[config.mk]
export PLATFORM = sky130hd
export DESIGN_NAME = nn_result_reader
export DESIGN_NICKNAME = d
export VERILOG_FILES = /design/src/rtl/nn_result_reader.sv
export SDC_FILE = /design/constraint.sdc
export NUM_CORES = 1
export LEC_CHECK = 0
export ABC_AREA = 1
export BUFFER_PORTS_ARGS = -buffer_cell sky130_fd_sc_hd__buf_2
export CORE_MARGIN = 4
export CORE_UTILIZATION = 50
export CTS_CLUSTER_SIZE = 30
export DETAILED_ROUTE_END_ITERATION = 12
export GPL_TIMING_DRIVEN = 0
export MAX_ROUTING_LAYER = met4
export PLACE_DENSITY = 0.83
export SLEW_MARGIN = 20
export SYNTH_ARGS = -nofsm -noshare
export SYNTH_HDL_FRONTEND = slang
export SYNTH_SLANG_ARGS = --single-unit
[constraint.sdc]
create_clock -name clock -period 4.95 [get_ports clock]
set_input_delay 1.485 -clock clock [delete_from_list [all_inputs] [get_ports clock]]
set_output_delay 1.485 -clock clock [all_outputs]
set_load 0.02 [all_outputs]
[src/rtl/nn_result_reader.sv]
// Read side of the accelerator's output-neuron stream: argmax over one frame of
// signed class scores, held for the host until acknowledged.
module nn_result_reader #(
    parameter int DATA_W      = 32,
    parameter int NUM_CLASSES = 10,
    parameter int IDX_W       = 4,
    parameter int CNT_W       = 16
) (
    input  logic              clock,
    input  logic              rst,
    input  logic              in_valid,
    input  logic [DATA_W-1:0] in_data,
    input  logic              in_last,
    output logic              in_ready,
    output logic              result_valid,
    input  logic              result_ack,
    output logic [IDX_W-1:0]  class_idx,
    output logic [DATA_W-1:0] class_score,
    output logic              len_err,
    output logic [CNT_W-1:0]  frame_count
);

    // state | meaning
    // COLLECT | accepting score beats, tracking running max
    // HOLD    | result registers valid, waiting for result_ack
    localparam logic [0:0] COLLECT = 1'b0;
    localparam logic [0:0] HOLD    = 1'b1;

    localparam logic [IDX_W-1:0] LAST_BEAT = IDX_W'(NUM_CLASSES - 1);

    logic [0:0]        state;
    logic [IDX_W-1:0]  beat_cnt;
    logic [DATA_W-1:0] max_score;
    logic [IDX_W-1:0]  max_idx;

    logic              beat_fire;
    logic              frame_end;
    logic              take_beat;
    logic [DATA_W-1:0] next_score;
    logic [IDX_W-1:0]  next_idx;

    // Ready is gated by rst so the upstream never sees a handshake during reset.
    assign in_ready  = (state == COLLECT) && !rst;
    assign beat_fire = in_valid && in_ready;
    assign frame_end = beat_fire && (in_last || (beat_cnt == LAST_BEAT));

    // Strictly greater keeps the lower index on ties; beat 0 always seeds the max.
    always_comb begin
        take_beat  = (beat_cnt == '0) || ($signed(in_data) > $signed(max_score));
        next_score = max_score;
        next_idx   = max_idx;
        if (take_beat) begin
            next_score = in_data;
            next_idx   = beat_cnt;
        end
    end

    always_ff @(posedge clock or posedge rst) begin
        if (rst) begin
            state        <= COLLECT;
            beat_cnt     <= '0;
            max_score    <= '0;
            max_idx      <= '0;
            result_valid <= 1'b0;
            class_idx    <= '0;
            class_score  <= '0;
            len_err      <= 1'b0;
            frame_count  <= '0;
        end else begin
            case (state)
                COLLECT: begin
                    if (frame_end) begin
                        class_idx    <= next_idx;
                        class_score  <= next_score;
                        len_err      <= !(in_last && (beat_cnt == LAST_BEAT));
                        result_valid <= 1'b1;
                        if (frame_count != '1) begin
                            frame_count <= frame_count + CNT_W'(1);
                        end
                        beat_cnt     <= '0;
                        state        <= HOLD;
                    end else if (beat_fire) begin
                        max_score <= next_score;
                        max_idx   <= next_idx;
                        beat_cnt  <= beat_cnt + IDX_W'(1);
                    end
                end
                HOLD: begin
                    if (result_ack) begin
                        result_valid <= 1'b0;
                        state        <= COLLECT;
                    end
                end
                default: state <= COLLECT;
            endcase
        end
    end

endmodule
==> run_results.csv <==
group,metric,value,unit
floorplan,core,10800,sq um
global_routing,grt_overflow,0,
worst_setup_path,cp_num_buf_inv,2,
detailed_routing,dr.pass1.iters,4,
cells_and_area,layoutNonFillerInstCount,923,
worst_setup_path,worstPathArrival,1930,ps
timing,drv_slew,0,
cells_and_area,drive_above_1_share,21.3,%
cells_and_area,multi_input_comb_area,2670,sq um
detailed_routing,vias_per_cell,4.90,
floorplan,num_io_pins,92,
timing,fin_crit,3420,ps
floorplan,start_util,51.1,%
detailed_routing,vias,4523,
floorplan,die_w,113,microns
clock_tree,htree_levels,3,
detailed_routing,ant_nets,0,
worst_setup_path,cp.depth,3,
synthesis,synth_warnings,0,
global_routing,grt_usage,21.0,%
worst_setup_path,crit_fanout,2,
clock_tree,cts_resized,0,
timing,max_freq,0.293,GHz
worst_setup_path,rr_startpoint,"max_score[31]$_DFFE_PP0P_",
synthesis,ys_seq_area_share,42.9,%
timing,setup_violations,0,
detailed_routing,routed_wl,12.3,mm
synthesis,syn_nets,748,
pwr,ir_drop,0.317,mV
floorplan,row_count,38,
place,hpwl,9.15,mm
worst_setup_path,reg2regPathDepth,12,
synthesis,synth_top_area_share,42.9,%
worst_hold_path,min_path_cells,1,
detailed_routing,wire_per_inst,13.4,microns
timing,fin_tns_setup,0,ps
clock_tree,cts_root_buf,"clkbuf_8",
synthesis,synth_cell_types,30,
worst_setup_path,slowest_delay,180,ps
cells_and_area,area_growth,15.7,%
timing,hold_viol_final,0,
status,outcome,"completed",
clock_tree,post_cts_buffers,0,
global_routing,grt_pass1_wl,21.2,mm
worst_setup_path,cp_top_family,"buffers and inverters",
timing,rsz0062_at_grt,"no",
timing,fin_skew,10.7,ps
global_routing,grt_pass1_vias,4480,
cells_and_area,fill_cells,1032,
place,place_inst,907,
timing,relSlewSlack,65.2,%
worst_setup_path,reg2reg_slack,2440,ps
run,max_cap_viol_count,0,
worst_hold_path,holdPathEnd,"result_valid$_DFFE_PP0P_",
cells_and_area,n_antenna_cell,0,
worst_hold_path,min_path_type,"flip-flop to flip-flop",
worst_setup_path,crit_path_frequent_cell,"buf_2",
clock_tree,hold_buffers,0,
synthesis,postSynthCellCount,675,
pwr,power_density,574,nW/um^2
clock_tree,clkLatencyLatePin,370,ps
cells_and_area,ff_latch_area,2380,sq um
timing,fin_crit_sh,69.0,%
place,io_buffers,91,
worst_setup_path,crit_slowest_cell,"buf_2",
worst_hold_path,min-delay-start,"state$_DFF_PP0_",
clock_tree,cts_buffer_depth,2,
worst_setup_path,cp-end-kind,"output port",
cells_and_area,nets,851,
worst_setup_path,startpoint_type,"primary input",
worst_setup_path,r2r_end,"class_score[18]$_DFFE_PP0P_",
synthesis,ys_ff_latch,95,
worst_setup_path,cp_cell_sequence,"buf_2, nor2_1, buf_2",
timing,max_slew.worst_pin.slew,521,ps
clock_tree,cts_tree,"done",
place,finalWeightedCongestion,0.825,
floorplan,die-area,12800,sq um
clock_tree,cts_buffers,9,
synthesis,avgSynthCellArea,8.21,sq um
floorplan,die_h,113,microns
worst_setup_path,critPathRequiredTime,3460,ps
global_routing,antenna_found_initial,0,
detailed_routing,drc,0,
clock_tree,clkTransAtPathRegs,90,ps
pwr,leakage,3.64,nW
global_routing,grt_max_degree,63,
detailed_routing,drt_iter0_markers,227,
clock_tree,cts.sinks,95,
worst_setup_path,path_class,"primary input to output port",
synthesis,yosys-top-cells-area,"dfrtp_1 (43%), nand2_1 (13%), nand3_1 (10%)",
synthesis,synth_top_area_cell,"dfrtp_1",
synthesis,netlist_area,5540,sq um
==> how the worst max path moves through the flow <==
stage                start                           to
6_report               rst                     in_ready
5_1_grt        in_data[31]   class_score[6]$_DFFE_PP0P_
4_1_cts                rst                     in_ready
3_5_place_dp   in_data[31]  class_score[16]$_DFFE_PP0P_
3_3_place_gp           rst  class_score[20]$_DFFE_PP0P_
2_1_floorplan          rst      beat_cnt[0]$_DFFE_PP0P_
==> cell usage after synthesis, drive strengths merged <==
master / count
nand4: 7
o21a: 2
mux2: 1
a21oi: 15
dfrtp: 95
nand2: 233
nor2: 21
o22ai: 2
buf: 14
nor3: 4
nand3: 117
inv: 91
xnor2: 9
o21ai: 6
a21o: 2
nor4: 2
ha: 36
xor2: 8
clkbuf: 10
==> routing by layer <==
metal / part of all wire, % / track usage, %
met1: 48 / 28.2
met2: 46 / 32.9
met3: 4.1 / 2.51
met4: 1.8 / 7.77
met5: 0 / -
==> power breakdown <==
group / switching (mW) / internal [mW] / leakage [nW] / total (mW)
Clock: 0.291 / 0.240 / 0.100 / 0.531
Combinational: 1.20 / 0.676 / 2.34 / 1.88
Sequential: 0.181 / 1.09 / 1.20 / 1.27
==> placed cells by master, fill, tap and decap left out, types with 2 or more instances in the layout <==
master,Yosys,routed
nand2_1,199,199
nand3_1,114,114
buf_2,8,99
dfrtp_1,95,95
inv_1,88,87
ha_1,36,36
nand2_4,30,30
nor2_1,19,19
a21oi_1,15,15
clkbuf_1,10,10
xnor2_1,9,9
clkbuf_8,0,9
xor2_1,8,8
nand4_1,7,7
o21ai_0,5,5
nor3_1,4,4
inv_2,3,3
nand2_2,3,3
buf_12,3,3
buf_4,3,3
inv_6,0,3
clkinv_4,0,3
nor2_2,2,2
a21o_1,2,2
o21a_1,2,2
nand3_2,2,2
o22ai_1,2,2
==> registers in the layout, indices dropped and copies added, names as in the netlist <==
name / count
class_score: 32
max_score: 32
frame_count: 16
beat_cnt: 4
class_idx: 4
max_idx: 4
len_err: 1
result_valid: 1
state: 1
==> layout make-up <==
class | instances | area share [%]
Sequential cell | 95 | 37.1
Inverter | 91 | 5.40
Buffer | 24 | 2.50
Multi-Input combinational cell | 465 | 41.6
Clock buffer | 9 | 1.93
Clock inverter | 7 | 1.27
Tap cell | 140 | 2.73
Timing Repair Buffer | 92 | 7.53
==> metrics by stage <==
stage	instance area [sq um]	utilization [%]	power (mW)	hold slack [ps]	setup slack (ps)
2_1_floorplan	5540	-	2.69	440	988
3_3_place_gp	6170	57.0	3.11	457	-250
3_5_place_dp	6210	57.3	3.18	460	1240
4_1_cts	6410	59.2	3.73	485	1530
5_1_grt	6410	59.2	4.02	505	1380
6_report	6410	59.2	3.68	481	1530
==> kinds of logic (layout without fill, tap and decap cells) <==
kind of cell | after synthesis | after routing | synth area share [%]
compound gates | 27 | 27 | 2.66
fa+ha+maj | 36 | 36 | 8.12
flops | 95 | 95 | 42.9
simple gates | 384 | 384 | 34.4
buf+inv | 115 | 223 | 9.05
mux | 1 | 1 | 0.203
xor+xnor | 17 | 17 | 2.69
Note: power is estimated with default switching activity, not from simulation.
